[config.mk]
export PLATFORM = sky130hd
export DESIGN_NAME = analytic_pair_aligner
export DESIGN_NICKNAME = d
export VERILOG_FILES = /design/src/rtl/analytic_pair_aligner.sv
export SDC_FILE = /design/constraint.sdc
export NUM_CORES = 1
export LEC_CHECK = 0
export CAP_MARGIN = 0
export CELL_PAD_IN_SITES_DETAIL_PLACEMENT = 1
export CELL_PAD_IN_SITES_GLOBAL_PLACEMENT = 1
export CORE_MARGIN = 5
export CORE_UTILIZATION = 55
export DETAILED_ROUTE_END_ITERATION = 10
export GPL_TIMING_DRIVEN = 0
export HOLD_SLACK_MARGIN = 0.12
export MAX_ROUTING_LAYER = met4
export PLACE_DENSITY_LB_ADDON = 0.25
export SYNTH_ARGS = -nofsm -noshare
export SYNTH_HDL_FRONTEND = slang
export SYNTH_SLANG_ARGS = --single-unit
[constraint.sdc]
create_clock -name clk -period 11.8 [get_ports clk]
set_clock_uncertainty 0.2 [all_clocks]
set_input_delay 1.77 -clock clk [delete_from_list [all_inputs] [get_ports clk]]
set_output_delay 1.77 -clock clk [all_outputs]
set_load 0.1 [all_outputs]
[src/rtl/analytic_pair_aligner.sv]
// Purpose : pairs the in-phase (delay line) and quadrature (Hilbert FIR) sample streams into aligned (I,Q) words.
// Latency : 2 cycles input-to-output (push edge, then pop into the output register); 1 pair/cycle sustained.
// Backpress: inputs cannot be stalled; full lanes drop and flag ovf_*; output held stable while m_valid && !m_ready.
//
// Ports:
//   clk, rst_n            clock (rising edge), asynchronous active-low reset
//   i_din/i_valid         in-phase sample lane, no backpressure
//   q_din/q_valid         quadrature sample lane, no backpressure
//   flush                 synchronous clear of FIFOs, output register, flags and pair counter
//   m_i/m_q/m_valid       registered aligned pair, accepted on m_valid && m_ready
//   m_ready               downstream accept
//   ovf_i/ovf_q           sticky: a sample was dropped because its lane FIFO was full
//   desync                sticky: lane skew exceeded SKEW_MAX and both lanes were resynchronised
//   pair_count            wrapping count of accepted pairs
module analytic_pair_aligner #(
  parameter int DATA_W     = 16,
  parameter int FIFO_DEPTH = 8,
  parameter int SKEW_MAX   = 4
) (
  input  logic              clk,
  input  logic              rst_n,
  input  logic [DATA_W-1:0] i_din,
  input  logic              i_valid,
  input  logic [DATA_W-1:0] q_din,
  input  logic              q_valid,
  input  logic              flush,
  output logic [DATA_W-1:0] m_i,
  output logic [DATA_W-1:0] m_q,
  output logic              m_valid,
  input  logic              m_ready,
  output logic              ovf_i,
  output logic              ovf_q,
  output logic              desync,
  output logic [15:0]       pair_count
);

  localparam int AW = $clog2(FIFO_DEPTH);
  localparam int CW = AW + 1;
  localparam logic [CW-1:0] FULL_CNT = CW'(FIFO_DEPTH);
  localparam logic [CW-1:0] SKEW_LIM = CW'(SKEW_MAX);

  typedef enum logic {RUN, RESYNC} state_t;
  state_t state, state_nxt;

  logic [DATA_W-1:0] mem_i [FIFO_DEPTH];
  logic [DATA_W-1:0] mem_q [FIFO_DEPTH];
  logic [AW-1:0]     wr_i, rd_i, wr_q, rd_q;
  logic [CW-1:0]     cnt_i, cnt_q, cnt_i_nxt, cnt_q_nxt, skew;
  logic              run, clr, out_free, pop;
  logic              push_i, push_q, drop_i, drop_q;

  // Lanes only move in RUN; flush and the RESYNC cycle both discard everything.
  assign run      = (state == RUN) && !flush;
  assign clr      = flush || (state == RESYNC);
  assign out_free = !m_valid || m_ready;

  // Pairs leave only together, so the lanes never drift through popping.
  assign pop = run && (cnt_i != '0) && (cnt_q != '0) && out_free;

  // A full lane still accepts when the same edge frees a slot.
  assign push_i = run && i_valid && ((cnt_i != FULL_CNT) || pop);
  assign push_q = run && q_valid && ((cnt_q != FULL_CNT) || pop);
  assign drop_i = run && i_valid && (cnt_i == FULL_CNT) && !pop;
  assign drop_q = run && q_valid && (cnt_q == FULL_CNT) && !pop;

  // Skew is judged on the occupancies this edge will leave behind.
  assign cnt_i_nxt = clr ? '0 : cnt_i + CW'(push_i) - CW'(pop);
  assign cnt_q_nxt = clr ? '0 : cnt_q + CW'(push_q) - CW'(pop);
  assign skew      = (cnt_i_nxt >= cnt_q_nxt) ? (cnt_i_nxt - cnt_q_nxt)
                                              : (cnt_q_nxt - cnt_i_nxt);

  always_ff @(posedge clk or negedge rst_n) begin
    if (!rst_n) begin
      state <= RUN;
    end else begin
      state <= state_nxt;
    end
  end

  // RESYNC lasts exactly one cycle, so RUN is the fall-through.
  always_comb begin
    state_nxt = RUN;
    if (!flush && (state == RUN) && (skew > SKEW_LIM)) begin
      state_nxt = RESYNC;
    end
  end

  // Sample storage carries no reset; validity lives in the pointers and counts.
  always_ff @(posedge clk) begin
    if (push_i) mem_i[wr_i] <= i_din;
    if (push_q) mem_q[wr_q] <= q_din;
  end

  always_ff @(posedge clk or negedge rst_n) begin
    if (!rst_n) begin
      wr_i  <= '0;
      rd_i  <= '0;
      wr_q  <= '0;
      rd_q  <= '0;
      cnt_i <= '0;
      cnt_q <= '0;
    end else begin
      cnt_i <= cnt_i_nxt;
      cnt_q <= cnt_q_nxt;
      if (clr) begin
        wr_i <= '0;
        rd_i <= '0;
        wr_q <= '0;
        rd_q <= '0;
      end else begin
        if (push_i) wr_i <= wr_i + AW'(1);
        if (push_q) wr_q <= wr_q + AW'(1);
        if (pop) begin
          rd_i <= rd_i + AW'(1);
          rd_q <= rd_q + AW'(1);
        end
      end
    end
  end

  // Output register; RESYNC leaves a pending pair in place so it is still delivered.
  always_ff @(posedge clk or negedge rst_n) begin
    if (!rst_n) begin
      m_i        <= '0;
      m_q        <= '0;
      m_valid    <= 1'b0;
      ovf_i      <= 1'b0;
      ovf_q      <= 1'b0;
      desync     <= 1'b0;
      pair_count <= '0;
    end else if (flush) begin
      m_i        <= '0;
      m_q        <= '0;
      m_valid    <= 1'b0;
      ovf_i      <= 1'b0;
      ovf_q      <= 1'b0;
      desync     <= 1'b0;
      pair_count <= '0;
    end else begin
      if (pop) begin
        m_i     <= mem_i[rd_i];
        m_q     <= mem_q[rd_q];
        m_valid <= 1'b1;
      end else if (m_valid && m_ready) begin
        m_valid <= 1'b0;
      end
      if (m_valid && m_ready) pair_count <= pair_count + 16'd1;
      if (drop_i) ovf_i <= 1'b1;
      if (drop_q) ovf_q <= 1'b1;
      if (state_nxt == RESYNC) desync <= 1'b1;
    end
  end

endmodule

==> flow_summary.json, run 1 <==
{
  "ys_warn_count": 0,
  "routedWlPerCell_um": 27.56,
  "die_w_um": 166.3,
  "tightest_slew_ns": 1.031,
  "ioPinCount": 90,
  "status": "finished clean",
  "required_ns": 12.02,
  "syn_nets": 821,
  "ys_ff_latch": 329,
  "crit_buf_inv": 3,
  "synth_area_leaders": "edfxtp_1 57%, dfrtp_1 14%, mux4_2 11%, mux2i_1 3.0%, ha_1 2.0%",
  "path_cells": "clkdlybuf4s50_1 -> nand2b_1 -> and4_1 -> buf_2 -> o21ai_1 -> o21ai_1 -> ha_1 -> fa_1 -> nand2_1 -> inv_1 -> ha_1 -> nor2b_1 -> or4_1 -> and4_1 -> o32ai_1",
  "drc": 0,
  "ant_nets": 0,
  "cts_buffers": 35,
  "vias_per_cell": 6.100,
  "critPathMaxStageDelay_ns": 0.62,
  "endpoint_kind": "flop",
  "cp-start-kind": "primary input",
  "syn_area_sq_um": 13440,
  "start_util": 0.5558,
  "nNetsFinal": 966,
  "cts-root-buf": "clkbuf_16",
  "post_cts_buffers": 0,
  "final_cells": 1254,
  "clock-sinks": 329,
  "layout-drive-gt1-share": 0.1873,
  "arrival_ns": 5.80,
  "dr.pass1.iters": 8,
  "power_density_nw_per_um2": 215.9,
  "synth_cell_types": 52,
  "ys.flop_type": "edfxtp_1",
  "worstHoldEndpoint": "desync",
  "vdd_drop_max_mv": 0.1713,
  "clockBufferDepth": 3,
  "grt_antenna_before_repair": 1,
  "whs_path_depth": 2,
  "async_reset_ff_frac": 0.2219,
  "final_util": 0.6725,
  "routed_wl_um": 34560,
  "fp-row-count": 57,
  "rsz0062_at_grt": "false",
  "cp_top_family": "simple AND/OR/NAND/NOR gates",
  "grtUsageTotal": 0.2587,
  "cts_tree": "built",
  "whs_ns": 0.3331,
  "ctsResizeCount": 0,
  "vias": 7650,
  "yosysTopAreaCell": "edfxtp_1",
  "clk_latency_ns": 0.53,
  "grt_overflow_total": 0,
  "dp_slack_ns": 5.719,
  "slew_viol_final": 0,
  "final.min_clock_period_ns": 5.578,
  "finalSetupTns_ns": 0,
  "synth_area_per_cell_sq_um": 17.75,
  "r2r_setup_slack_ns": 7.16,
  "leakage_nw": 5.582,
  "cts.clk_slew.worst_paths_ns": 0.06,
  "ys_seq_area_frac": 0.7081,
  "gp_congestion": 0.7938,
  "setup_violations": 0,
  "critPathKind": "in -> reg",
  "hpwl_um": 22630,
  "grt_pass1_wl_um": 53030,
  "drt_iter0_drc": 718,
  "holdBufCountCts": 0,
  "slew_headroom": 0.3092,
  "grt_max_degree": 54,
  "critPathMaxFanout": 10,
  "r2r_cells": 17,
  "maxCapViolCount": 0,
  "synth_edf_count": 256,
  "max_freq_mhz": 179.3,
  "worst_slack_ns": 6.222,
  "hold_path.class": "reg -> reg",
  "hp-start": "desync",
  "netlist.area_leader.share": 0.5721,
  "area_growth_pct": 21.01,
  "rr_startpoint": "cnt_q[2]",
  "fillers": 2035,
  "post-route-period-util": 0.4727,
  "worst_path_max_delay_cell": "clkdlybuf4s50_1",
  "fp.dieArea_sq_um": 27660,
  "finalHoldViolCount": 0,
  "fp.dieH_um": 166.3,
  "netlist_instances": 757,
  "io_buffers": 88,
  "cts-htree-levels": 2,
  "place_inst": 1189,
  "grt_pass1_vias": 8601,
  "coreArea_sq_um": 24180,
  "rr_endpoint": "desync"
}
==> cell usage after synthesis, drive strengths merged (2+ instances only) <==
| cell type | instances |
|---|---|
| edfxtp | 256 |
| dfrtp | 73 |
| mux4 | 64 |
| o21ai | 44 |
| mux2i | 40 |
| nand2 | 34 |
| nand3b | 32 |
| clkbuf | 26 |
| nor2 | 23 |
| ha | 22 |
| inv | 21 |
| buf | 13 |
| nor3 | 10 |
| a21oi | 9 |
| nand4 | 9 |
| xnor2 | 9 |
| xor2 | 9 |
| and4 | 6 |
| nand2b | 6 |
| nand3 | 6 |
| nor3b | 5 |
| fa | 4 |
| nor4 | 4 |
| o211ai | 4 |
| nor2b | 3 |
| or3b | 3 |
| or4 | 3 |
| a21o | 2 |
| nor4b | 2 |
| or3 | 2 |
==> per-layer routing <==
metal | up-vias | share of wire | track usage
li1 | 3270 | - | -
met1 | 4003 | 0.40 | 0.3320
met2 | 321 | 0.52 | 0.4324
met3 | 56 | 0.066 | 0.05237
met4 | 0 | 0.019 | 0.06226
met5 | - | 0 | -
==> area by class of cell <==
type / count / area [sq um] / area share
Timing Repair Buffer: 108 / 1142 / 0.07026
Inverter: 21 / 78.83 / 0.004848
Tap cell: 324 / 405.4 / 0.02493
Antenna cell: 1 / 2.502 / 0.0001539
Buffer: 39 / 190.2 / 0.01170
Sequential cell: 329 / 9514 / 0.5851
Multi-Input combinational cell: 368 / 3734 / 0.2296
Clock buffer: 43 / 945.9 / 0.05818
Clock inverter: 21 / 246.5 / 0.01516
==> registers in the layout, indices dropped and copies added (netlist names), 4 cells and up <==
register	cells
mem_i	128
mem_q	128
m_i	16
m_q	16
pair_count	16
cnt_i	4
cnt_q	4
==> cells by family (layout without fill, tap and decap cells) <==
group           after synthesis  in the layout  share of synthesized area
flops                       329            329                     0.7081
simple gates                151            151                    0.06546
mux                         104            104                     0.1371
compound gates               69             69                    0.03120
buf+inv                      60            232                    0.02002
fa+ha+maj                    26             26                    0.02645
xor+xnor                     18             18                    0.01173
other cells                   0              1                          0
==> worst max path at each step <==
stage                  end  slack, ns    start  depth (start not counted)
4_1_cts             desync       6.24  m_ready                         15
6_report            desync       6.22  m_ready                         15
3_5_place_dp        desync       5.72  m_ready                         16
3_3_place_gp   mem_i[0][5]       5.03  m_ready                          5
2_1_floorplan       desync       6.62    flush                         15
5_1_grt             desync       5.84  m_ready                         16
==> per-stage QoR <==
step | power, W | area (sq um)
finish | 0.003511 | 16260
global route | 0.003667 | 16260
CTS | 0.003532 | 16260
detailed placement | 0.002399 | 15060
global placement | 0.002330 | 14720
floorplan | 0.002112 | 13440
==> cells in the final DEF (no fill, tap or decap), types with 4 or more instances in the layout <==
| cell type | n |
|---|---|
| buf_8 | 10 |
| nand2b_1 | 6 |
| clkdlybuf4s50_1 | 87 |
| clkinv_2 | 7 |
| buf_6 | 7 |
| fa_1 | 4 |
| xnor2_1 | 9 |
| nand2_1 | 34 |
| mux4_2 | 64 |
| bufinv_16 | 4 |
| dfrtp_1 | 73 |
| nand4_1 | 9 |
| nand3b_1 | 32 |
| nor3_1 | 4 |
| and4_1 | 6 |
| ha_1 | 22 |
| o21ai_1 | 42 |
| nor2_1 | 19 |
| edfxtp_1 | 256 |
| clkbuf_8 | 4 |
| mux2i_1 | 40 |
| nand3_1 | 5 |
| a21oi_1 | 9 |
| buf_2 | 4 |
| nor2_2 | 4 |
| clkbuf_16 | 35 |
| xor2_1 | 9 |
| clkinv_1 | 5 |
| inv_1 | 20 |
| buf_4 | 11 |
| nor3_2 | 6 |
| clkbuf_1 | 29 |
| o211ai_1 | 4 |
==> worst min-delay path: cells and delay by family, from the launching register on <==
| family | cells | cell delay (ns) |
|---|---|---|
| DFF | 1 | 0.34 |
| buffers and inverters | 1 | 0.04 |
| AOI/OAI and AO/OA | 1 | 0.10 |
==> power breakdown <==
group,switching [W],leakage [nW],internal (W)
registers,0.0000534,3.32,0.00133
clock network,0.000461,0.588,0.000666
logic,0.000642,1.68,0.000358
(Power assumes the default switching activity.)
==> run 2, diff against run 1 <==
- CORE_UTILIZATION: 55 -> 46
- clock period: 11.8 -> 4.5 ns (I/O delays scaled with it)
==> run 2 against run 1 <==
Against the previous run: first-iteration DRC count fell by 25%; die area is 18% higher; clock power grew to 2.8 times the previous value; non-clock buffer count increased by 5; sequential cell count is the same; largest cell class unchanged; wire length is 4.2% lower; global-route usage decreased by 5.1 points; combinational power increased to 2.7 times the previous value; critical endpoint unchanged; sequential power grew to 2.6 times the previous value; core utilization is 9.8 points lower; clock-buffer cell count decreased by 4; worst setup slack worse by 6.1 ns.
==> flow_summary.json, run 2 (synthesis gave the netlist of run 1 again) <==
{
  "p_int_w": 0.006463,
  "die_w_um": 180.9,
  "worst_slack_ns": 0.1584,
  "dp_slack_ns": -0.5092,
  "mostFrequentLayoutCells": "256 x edfxtp_1, 87 x clkdlybuf4s50_1, 73 x dfrtp_1",
  "critPathKind": "reg -> reg",
  "cts_tree": "built",
  "hold_path.class": "reg -> reg",
  "drc": 0,
  "fp-row-count": 62,
  "fp.dieArea_sq_um": 32730,
  "coreArea_sq_um": 28780,
  "routedWlPerCell_um": 25.05,
  "status": "finished clean",
  "tightest_slew_ns": 0.9982,
  "setup_violations": 0,
  "slew_headroom": 0.3324,
  "path_cells": "inv_1 -> ha_1 -> or3b_4 -> and4_2 -> buf_4 -> o21ai_2 -> o21ai_1 -> ha_1 -> fa_1 -> xor2_1 -> nand2_1 -> inv_1 -> ha_2 -> and3b_1 -> a2111oi_1 -> nor4_2 -> o32ai_1",
  "vdd_drop_max_mv": 0.3696,
  "grt_pass1_vias": 8488,
  "grtUsageTotal": 0.2079,
  "io_buffers": 88,
  "power_frac_comb": 0.287,
  "endpoint_kind": "flop",
  "clock-sinks": 329,
  "swShare": 0.3182,
  "dr.pass1.iters": 5,
  "grt_max_degree": 38,
  "fp.dieH_um": 180.9,
  "drt_iter0_drc": 538,
  "power_w": 0.009479,
  "gp_congestion": 0.7879,
  "finalHoldViolCount": 0,
  "arrival_ns": 4.55,
  "routed_wl_um": 33120,
  "cts-root-buf": "clkbuf_16",
  "grt_pass1_wl_um": 50800,
  "cts-htree-levels": 2,
  "clkPwrFrac": 0.331,
  "largestRegisters": "mem_i: 128 flops, mem_q: 128 flops",
  "vias": 7481,
  "cts.clk_slew.worst_paths_ns": 0.06,
  "critPathMaxFanout": 10,
  "grt_overflow_total": 0,
  "cp-start-kind": "flop",
  "start_util": 0.4669,
  "finalSetupTns_ns": 0,
  "hpwl_um": 22200,
  "seq_area_sq_um": 9514,
  "critPathMaxStageDelay_ns": 0.42,
  "final_common_cell": "edfxtp_1",
  "post-route-period-util": 0.9648,
  "layout-drive-gt1-share": 0.2062,
  "whs_ns": 0.3241,
  "clk_latency_ns": 0.51,
  "required_ns": 4.71,
  "clockBufferDepth": 3,
  "maxCapViolCount": 0,
  "fillers": 2580,
  "power_density_nw_per_um2": 573.4,
  "leakage_nw": 5.655,
  "multi_input_area_sq_um": 3787,
  "grt_antenna_before_repair": 2,
  "worst_path_max_delay_cell": "a2111oi_1",
  "vias_per_cell": 5.659,
  "final_cells": 1322,
  "ant_nets": 0,
  "cts_buffers": 36,
  "nNetsFinal": 972,
  "slew_viol_final": 0,
  "net-switching-power_w": 0.003016,
  "final.min_clock_period_ns": 4.342,
  "ioPinCount": 90,
  "area_growth_pct": 23.03,
  "place_inst": 1253,
  "p_seq_frac": 0.382,
  "max_freq_mhz": 230.3
}
==> run 2: metal layers <==
metal,share of wire,routed length [um],up-vias,global-route usage
li1,-,-,3280,-
met1,0.41,13600,3951,0.2634
met2,0.52,17360,213,0.3568
met3,0.051,1676,37,0.03338
met4,0.014,475,0,0.04688
met5,0,0,-,-
==> run 2: path summary, 6_finish.rpt <==
check                          from  cells after the start  slack (ns)       end
max in group asynchronous     rst_n                      3        2.99   wr_q[2]
setup / recovery           cnt_i[2]                     17        0.16    desync
min in group asynchronous     rst_n                      2        0.50  cnt_q[2]
hold reg to reg              m_i[5]                      2        0.32    m_i[5]
hold / removal               m_i[5]                      2        0.32    m_i[5]
setup reg to reg           cnt_i[2]                     17        0.16    desync
==> run 2: area by class of cell <==
| class | count | area share |
|---|---|---|
| Sequential cell | 329 | 0.5755 |
| Tap cell | 384 | 0.02906 |
| Inverter | 21 | 0.004768 |
| Timing Repair Buffer | 114 | 0.07274 |
| Antenna cell | 2 | 0.0003028 |
| Clock inverter | 27 | 0.02059 |
| Multi-Input combinational cell | 368 | 0.2291 |
| Clock buffer | 39 | 0.05646 |
| Buffer | 38 | 0.01143 |
==> run 2: repair_timing <==
item | in CTS | in global routing
endpoints found under the setup margin | 2 | 2
resized for setup | 3 | 14
endpoints found under the hold margin | 36 | 0
hold buffers | 1 | 0
buffers inserted | 0 | 1
pin swaps | 1 | 0
==> run 2: critical path, delay by kind of cell (launching register included) <==
family          cells  cell delay (ns)
simple gates        5             1.07
xor+xnor            1             0.17
flops               1             0.36
fa+ha+maj           4             1.15
buf+inv             3             0.43
compound gates      4             0.87
==> run 2: through the flow <==
stage                     instance area (sq um)    util
final                                     16530  0.5744
after detailed placement                  15180  0.5275
after global routing                      16530  0.5744
after floorplan                           13440       -
after global placement                    14800  0.5142
after CTS                                 16470  0.5723
==> run 2: power groups by stage <==
stage	clock network [W]	logic (W)	registers [W]
2_1_floorplan	0	0.00129	0.00425
3_3_place_gp	0	0.00246	0.00367
3_5_place_dp	0	0.00262	0.00368
4_1_cts	0.00319	0.00265	0.00362
5_1_grt	0.00335	0.00290	0.00364
6_report	0.00313	0.00272	0.00362
